--- config.mk ---
export PLATFORM = sky130hd
export DESIGN_NAME = iddr_deser
export DESIGN_NICKNAME = d
export VERILOG_FILES = /design/src/rtl/iddr_deser.sv
export SDC_FILE = /design/constraint.sdc
export NUM_CORES = 1
export LEC_CHECK = 0
export BUFFER_PORTS_ARGS = -buffer_cell sky130_fd_sc_hd__buf_2
export CORE_MARGIN = 8
export CORE_UTILIZATION = 37
export CTS_CLUSTER_DIAMETER = 40
export DETAILED_ROUTE_END_ITERATION = 12
export PLACE_DENSITY = 0.6
export SETUP_SLACK_MARGIN = 0.4
export SLEW_MARGIN = 20
export SYNTH_ARGS = -nofsm -noshare
export SYNTH_HDL_FRONTEND = slang
export SYNTH_SLANG_ARGS = --single-unit
--- constraint.sdc ---
create_clock -name clk -period 1.1 [get_ports clk]
set_input_delay 0.11 -clock clk [delete_from_list [all_inputs] [get_ports clk]]
set_output_delay 0.11 -clock clk [all_outputs]
set_load 0.05 [all_outputs]
--- src/rtl/iddr_deser.sv ---
// iddr_deser: multi-lane DDR input deserializer.
// Collects rise/fall sample pairs per lane into RATIO-bit words on clk.
// The word window can be shifted one bit at a time with bitslip.
// Optional build macro IDDR_DESER_TRAIN_EN adds an automatic training FSM.
// The FSM slips the window until every lane shows TRAIN_PATTERN twice in a row.
// Without the macro, train_start is ignored and locked/train_fail stay low.

module iddr_deser #(
  parameter int               WIDTH         = 1,
  parameter int               RATIO         = 4,
  parameter                   FIRST_EDGE    = "RISE",
  parameter logic [RATIO-1:0] TRAIN_PATTERN = RATIO'(4'b1011)
) (
  input  logic                   clk,
  input  logic                   resetn,
  input  logic [WIDTH-1:0]       din_rise,
  input  logic [WIDTH-1:0]       din_fall,
  input  logic                   in_valid,
  input  logic                   bitslip,
  input  logic                   train_start,
  output logic [WIDTH*RATIO-1:0] word,
  output logic                   word_valid,
  output logic                   locked,
  output logic                   train_fail
);

  // History depth: two words, so any RATIO-bit window at offsets 0..RATIO-1 fits.
  localparam int HW = 2 * RATIO;
  localparam int BW = (RATIO / 2 > 1) ? $clog2(RATIO / 2) : 1;
  localparam int OW = $clog2(RATIO);

  localparam logic [BW-1:0] LP_LAST_BEAT  = BW'(RATIO / 2 - 1);
  localparam logic [OW-1:0] LP_LAST_OFS   = OW'(RATIO - 1);
  localparam bit            LP_RISE_FIRST = (FIRST_EDGE == "RISE");

  // Reject parameter combinations the datapath cannot represent.
  if (WIDTH < 1 || WIDTH > 16) begin : g_badWidth
    $error("iddr_deser: WIDTH must be 1..16");
  end
  if (RATIO < 2 || RATIO > 16 || (RATIO % 2) != 0) begin : g_badRatio
    $error("iddr_deser: RATIO must be even, 2..16");
  end

  logic [HW-1:0]          r_hist     [WIDTH];
  logic [HW-1:0]          w_histNext [WIDTH];
  logic [BW-1:0]          r_beatCnt;
  logic [OW-1:0]          r_ofs;
  logic [WIDTH*RATIO-1:0] r_word;
  logic                   r_wordValid;
  logic                   w_slip;
  logic [WIDTH-1:0]       w_unusedHistTop;

  // Per-lane next-history value: drop the two oldest bits, append older then newer sample.
  for (genvar k = 0; k < WIDTH; k++) begin : g_lane
    logic w_older;
    logic w_newer;

    assign w_older       = LP_RISE_FIRST ? din_rise[k] : din_fall[k];
    assign w_newer       = LP_RISE_FIRST ? din_fall[k] : din_rise[k];
    assign w_histNext[k] = {r_hist[k][HW-3:0], w_older, w_newer};

    // The two top history bits shift out and never reach a word window.
    assign w_unusedHistTop[k] = ^r_hist[k][HW-1:HW-2];
  end

  // History shift registers; held while in_valid is low, cleared by reset.
  always_ff @(posedge clk or negedge resetn) begin
    if (!resetn) begin
      for (int k = 0; k < WIDTH; k++) begin
        r_hist[k] <= '0;
      end
    end else if (in_valid) begin
      for (int k = 0; k < WIDTH; k++) begin
        r_hist[k] <= w_histNext[k];
      end
    end
  end

  // Beat counter and word capture: on the wrap beat every lane samples its window at r_ofs.
  always_ff @(posedge clk or negedge resetn) begin
    if (!resetn) begin
      r_beatCnt   <= '0;
      r_word      <= '0;
      r_wordValid <= 1'b0;
    end else begin
      r_wordValid <= 1'b0;
      if (in_valid) begin
        if (r_beatCnt == LP_LAST_BEAT) begin
          r_beatCnt   <= '0;
          r_wordValid <= 1'b1;
          for (int k = 0; k < WIDTH; k++) begin
            r_word[k*RATIO +: RATIO] <= w_histNext[k][r_ofs +: RATIO];
          end
        end else begin
          r_beatCnt <= r_beatCnt + 1'b1;
        end
      end
    end
  end

  // Window offset shared by all lanes; a slip applies from the next cycle on.
  always_ff @(posedge clk or negedge resetn) begin
    if (!resetn) begin
      r_ofs <= '0;
    end else if (w_slip) begin
      r_ofs <= (r_ofs == LP_LAST_OFS) ? '0 : r_ofs + 1'b1;
    end
  end

  assign word       = r_word;
  assign word_valid = r_wordValid;

`ifdef IDDR_DESER_TRAIN_EN

  typedef enum logic [2:0] {
    ST_IDLE,
    ST_CHECK,
    ST_SLIP,
    ST_WAIT,
    ST_LOCKED,
    ST_FAIL
  } state_t;

  localparam logic [OW:0] LP_SLIP_LAST = (OW + 1)'(RATIO - 1);

  state_t      r_state;
  logic [1:0]  r_matchCnt;
  logic [OW:0] r_slipCnt;
  logic        r_discardCnt;
  logic        r_locked;
  logic        r_trainFail;
  logic        w_training;
  logic        w_allMatch;
  logic        w_unused;

  // Training owns the offset while it searches; train_start never moves the offset.
  assign w_training = (r_state == ST_CHECK) || (r_state == ST_SLIP) || (r_state == ST_WAIT);
  assign w_slip     = !train_start && (w_training ? (r_state == ST_SLIP) : bitslip);
  assign w_unused   = ^w_unusedHistTop;

  // True when every lane of the current output word equals the training pattern.
  always_comb begin
    w_allMatch = 1'b1;
    for (int k = 0; k < WIDTH; k++) begin
      if (r_word[k*RATIO +: RATIO] != TRAIN_PATTERN) begin
        w_allMatch = 1'b0;
      end
    end
  end

  // Training FSM: check words, slip on mismatch, let two stale words pass, lock after two matches.
  always_ff @(posedge clk or negedge resetn) begin
    if (!resetn) begin
      r_state      <= ST_IDLE;
      r_matchCnt   <= '0;
      r_slipCnt    <= '0;
      r_discardCnt <= 1'b0;
      r_locked     <= 1'b0;
      r_trainFail  <= 1'b0;
    end else if (train_start) begin
      r_state      <= ST_CHECK;
      r_matchCnt   <= '0;
      r_slipCnt    <= '0;
      r_discardCnt <= 1'b0;
      r_locked     <= 1'b0;
      r_trainFail  <= 1'b0;
    end else begin
      case (r_state)
        ST_CHECK: begin
          if (r_wordValid) begin
            if (w_allMatch) begin
              if (r_matchCnt == 2'd1) begin
                r_matchCnt <= 2'd2;
                r_locked   <= 1'b1;
                r_state    <= ST_LOCKED;
              end else begin
                r_matchCnt <= r_matchCnt + 1'b1;
              end
            end else begin
              r_matchCnt <= '0;
              r_state    <= ST_SLIP;
            end
          end
        end
        ST_SLIP: begin
          r_slipCnt <= r_slipCnt + 1'b1;
          if (r_slipCnt == LP_SLIP_LAST) begin
            r_trainFail <= 1'b1;
            r_state     <= ST_FAIL;
          end else begin
            r_discardCnt <= 1'b0;
            r_state      <= ST_WAIT;
          end
        end
        ST_WAIT: begin
          if (r_wordValid) begin
            r_discardCnt <= ~r_discardCnt;
            if (r_discardCnt) begin
              r_state <= ST_CHECK;
            end
          end
        end
        default: begin
        end
      endcase
    end
  end

  assign locked     = r_locked;
  assign train_fail = r_trainFail;

`else

  logic w_unused;

  // No training hardware: bitslip always drives the offset and the status flags stay low.
  assign w_slip     = bitslip;
  assign w_unused   = ^{train_start, w_unusedHistTop};
  assign locked     = 1'b0;
  assign train_fail = 1'b0;

`endif

endmodule

== Yosys cells after proc, flatten, opt, wreduce, memory -nomap -nowiden ==
Cells that the tools add are included.

* Add/subtract/negate cells: 2
* Multipliers: 0
* Divide/modulo/power cells: 0
* Magnitude comparators: 0
* Equal/unequal tests: 1
* Shift operators: 1
* Multiplexer cells: 4
* Bitwise operators: 0
* Reduce and logical (&&, ||, !) cells: 1

{| class="wikitable"
|+ Operators with widths
! kind !! count
|-
| $shiftx A8 B3 Y4 || 1
|-
| $mux W1 || 3
|-
| $add A2 B1 Y2 const B || 1
|-
| $eq A2 B2 Y1 const B || 1
|-
| $mux W2 || 1
|-
| $reduce_and A2 Y1 || 1
|-
| $add A1 B1 Y1 const B || 1
|}

* Bits in registers: 14
* Bits in latches: 0
* Memory bits (writable): 0
* Memory bits (read-only): 0
* Memories: 0

== Depth between registers and ports, before layout ==
* Depth after elaboration: 2
* Depth in mapped cells: 3
* Gate-level depth less buffers: 3

== Worst setup path after synthesis ==
Ideal clock, no wire load.

* Path type: register to register
* Start point: register r_ofs[0]
* End point: register r_ofs[1]
* Setup time: 0.125 ns
* Arrival: 0.915 ns
* Data required time: 0.975 ns
* Setup slack: 0.060 ns
* Stages on the path, launching flop included: 3
* Buffers on the path: 0
* Cell sequence: dfrtp_1 ha_1 mux2_2

* Word-level cells in the longest chain between the ends: 2
* Elaborated cells between the ends (all ways): 3

{| class="wikitable"
|+ Ends and longest elaborated chain
! item !! RTL line !! source
|-
| from (decl) || 47 || <nowiki>logic [OW-1:0] r_ofs;</nowiki>
|-
| from (signal assigned) || 106 || <nowiki>r_ofs <= (r_ofs == LP_LAST_OFS) ? '0 : r_ofs + 1'b1;</nowiki>
|-
| $add A2 B1 Y2 / $eq A2 B2 Y1 (equally long branches) || 106 ||
|-
| $mux W2 * || 106 ||
|}

Every way passes the cells marked *; elsewhere a longest branch is shown, timed or not.
A chain may end at the register's enable or synchronous reset.

== Worst setup path in the final report ==
* Start point: register r_ofs[1]
* End point: register r_word[2] (netlist: word[2])

* Word-level cells in the longest chain between the ends: 1

{| class="wikitable"
|+ Ends and longest elaborated chain
! item !! RTL line !! source
|-
| $shiftx A8 B3 Y4 || 92 || <nowiki>r_word[k*RATIO +: RATIO] <= w_histNext[k][r_ofs +: RATIO];</nowiki>
|-
| to (signal, indexed assignment) || 92 ||
|-
| to (decl) || 48 || <nowiki>logic [WIDTH*RATIO-1:0] r_word;</nowiki>
|}

No other way between the ends.

==> Flow_metrics.wiki <==
{| class="wikitable"
! Metric !! Value
|-
| Number of buffers created by CTS || 3
|-
| Post-Place Cell Area || slightly below 700 um^2
|-
| DRT Wirelength || 1270 um
|-
| GPL Wtd Cong || around 0.65
|-
| Clock tree skew after final layout || a little under 0.0008 ns
|-
| Clock tree root driver cell || clkbuf_4
|-
| Register area share after synthesis || a little over 50%
|-
| Critical path peak fanout || 4
|-
| Finished layout cell area || roughly 860 um^2
|-
| # clock sinks || 13
|-
| Number of distinct library cell variants in the gate-level netlist after synthesis || 15
|-
| Number of antenna violations at the first check in global routing || 0
|-
| Element type at the critical path start || flip-flop
|-
| Share of final-layout standard cells stronger than drive strength 1 || about 73%
|-
| Type of the most critical hold path || input port to flip-flop
|-
| Mean routed wirelength per cell || about 17 um
|-
| Overall die width || between 50 and 60 um
|-
| Synthesis warning total || 0
|-
| Number of DRC violations after detailed routing || 0
|-
| Mean number of vias per cell || roughly 5.4
|-
| Highest clock frequency the design can meet || between 900 and 1000 MHz
|-
| Via count || between 400 and 500
|-
| Worst endpoint data arrival time || about 1.2 ns
|-
| Run status || complete, no violations
|-
| Worst Path Required || approximately 1.2 ns
|-
| First-pass GRT wire length || 2160 um
|-
| Time the worst path needs with I/O delays and setup || between 1 and 1.5 ns
|-
| Number of synthesized register bits || 13
|-
| Final slew viol count || 0
|-
| Longest individual stage delay on the worst path || about 0.42 ns
|-
| Via count of the first global-routing pass || 464
|-
| Unrepaired setup endpoints after global routing || true
|-
| Final Hold Fails || 0
|-
| Total gr overflow || 0
|-
| Reg clk slew, reported paths || 0.08 ns
|-
| Total of buffers placed on input and output ports || 10
|-
| Detailed Place HPWL || 860 um
|-
| Number of optimization iterations in the first detailed-route pass || 4
|-
| Floorplan die height || just under 60 um
|-
| Cell Pwr Density || approximately 2900 mW/mm^2
|-
| Overall routing resource usage || 8.64%
|-
| Die Footprint || 0.00332 mm^2
|-
| WS Path Type || flip-flop to flip-flop
|-
| # diodes || 0
|-
| Latest clock arrival within the worst-skew pair || around 0.27 ns
|-
| Syn_area_per_cell || between 10 and 15 um^2
|-
| Final critical-path share of the clock period || approximately 98%
|-
| Clock tree from TritonCTS || built
|-
| Netlist area before placement || ~640 um^2
|-
| Htree depth || 1
|-
| # rows || 15
|-
| Maximum clock insertion buffer count || 2
|-
| Std-Cell Core Area || 0.00167 mm^2
|-
| Gate count after technology mapping || between 40 and 50
|-
| Pin count of the biggest net entering global routing || 14
|-
| Boundary pin count || 14
|-
| VDD IR-drop max || 0.00144 V
|-
| Iter 0 DRT Violations || 4
|-
| Cell chain of the critical path || buf_6, mux2i_4, o221ai_1
|-
| Post-route antenna net violation count || 0
|-
| Crit path capture type || flip-flop
|-
| Signed area change from the synthesized netlist to the final layout || 33.7%
|-
| Final Hold Slack || 0.0848 ns
|-
| Number of nets in the finished design || just under 70
|-
| Final Setup Violations || 0
|-
| Worst path slowest cell || dfrtp_2
|-
| Leakage || ~0.37 nW
|-
| Initial core utilization || roughly two fifths
|-
| # Max-Cap Violations || 0
|}
==> layout by cell type (no fill, tap or decap), types with 2 or more instances in the layout <==
cell type | Yosys | routed
a21bo_2 | 4 | 4
buf_2 | 0 | 5
buf_6 | 3 | 4
buf_8 | 0 | 4
clkbuf_4 | 0 | 3
conb_1 | 1 | 2
dfrtp_1 | 13 | 3
dfrtp_2 | 0 | 10
mux2_4 | 4 | 6
mux2i_1 | 5 | 2
mux2i_4 | 0 | 3
o221ai_1 | 4 | 4
==> through the flow <==
step / total power, mW / TNS, ns / setup WS, ns / std cells / util, %
final: 2.47 / 0 / 0.0232 / 76 / 51.4
after global routing: 2.62 / -0.0377 / -0.0156 / 76 / 51.4
after CTS: 2.31 / 0 / 0.0261 / 76 / 48.4
after detailed placement: 1.75 / 0 / 0.0302 / 70 / 41.6
after global placement: 1.72 / 0 / 0.0390 / 70 / 41.6
after floorplan: 1.58 / 0 / 0.0956 / 46 / -
==> flip-flops by register name, summed over array words and instances, names as in the netlist <==
name and cells:
r_hist 5, word 4, r_ofs 2, r_beatCnt 1, word_valid 1
==> Yosys cell counts <==
cell | count | area, um^2
conb_1 | 1 | 3.75
mux2_2 | 3 | 33.8
nand3_1 | 1 | 5.00
buf_4 | 2 | 15.0
mux2_4 | 4 | 60.1
buf_6 | 3 | 33.8
and2_2 | 1 | 7.51
mux2i_1 | 5 | 50.1
a21bo_2 | 4 | 40.0
nand3b_1 | 1 | 7.51
nor2_1 | 1 | 3.75
ha_1 | 1 | 12.5
dfrtp_1 | 13 | 325
xor2_1 | 1 | 8.76
o221ai_1 | 4 | 35.0
==> report_power, final <==
part	total, mW	leakage, nW	internal (mW)	switching [mW]
Clock	0.287	0.0150	0.140	0.147
Sequential	0.883	0.146	0.670	0.213
Combinational	1.30	0.211	0.711	0.594
==> routing by layer <==
metal	global-route usage, %	up-vias	wire length (um)
li1	-	191	-
met1	8.83	203	549
met2	14.1	13	602
met3	5.30	2	103
met4	3.15	0	9
met5	0	-	0
==> worst paths after layout <==
check	to	slack, ns	start	depth (start not counted)
max	word[2]$_DFFE_PN0P_	0.02	r_ofs[1]$_DFFE_PN0P_	3
min	r_hist[0]$_DFFE_PN0P_	0.08	din_fall	2
max reg2reg	word[2]$_DFFE_PN0P_	0.02	r_ofs[1]$_DFFE_PN0P_	3
min reg2reg	r_hist[4]$_DFFE_PN0P_	0.55	r_hist[4]$_DFFE_PN0P_	1
max in group asynchronous	r_beatCnt$_DFFE_PN0P_	0.61	resetn	2
min in group asynchronous	r_ofs[1]$_DFFE_PN0P_	0.25	resetn	2
==> area by class of cell <==
class / count / area [um^2]
Fill cell: 143 / 812
Sequential cell: 13 / 338
Multi-Input combinational cell: 28 / 333
Timing Repair Buffer: 14 / 140
Clock buffer: 4 / 26.3
Tap cell: 17 / 21.3
==> what timing repair did <==
action                                  4_1_cts  5_1_grt
pin swaps                                     2        0
endpoints found under the setup margin       18       18
setup buffers                                 1        0
hold endpoints to repair                     13        0
resized for setup                            19       13
hold buffers                                  1        0
==> kinds of logic (layout without fill, tap and decap cells) <==
family | after synthesis | in the layout | share of synthesized area [%]
flip-flops | 13 | 13 | 50.7
multiplexers | 12 | 12 | 22.4
AO/OA/AOI/OAI | 8 | 8 | 11.7
buffers and inverters | 5 | 18 | 7.60
AND/OR/NAND/NOR | 4 | 4 | 3.70
adder cells (fa/ha/maj) | 1 | 1 | 1.95
other | 1 | 2 | 0.584
XOR/XNOR | 1 | 1 | 1.36
==> worst max-delay path: cells and delay by family, from the launching register on <==
family                 cells  cell delay (ns)
AOI/OAI and AO/OA          1             0.13
buffers and inverters      1             0.15
muxes                      1             0.23
DFF                        1             0.42
Note: power is estimated with default switching activity, not from simulation.
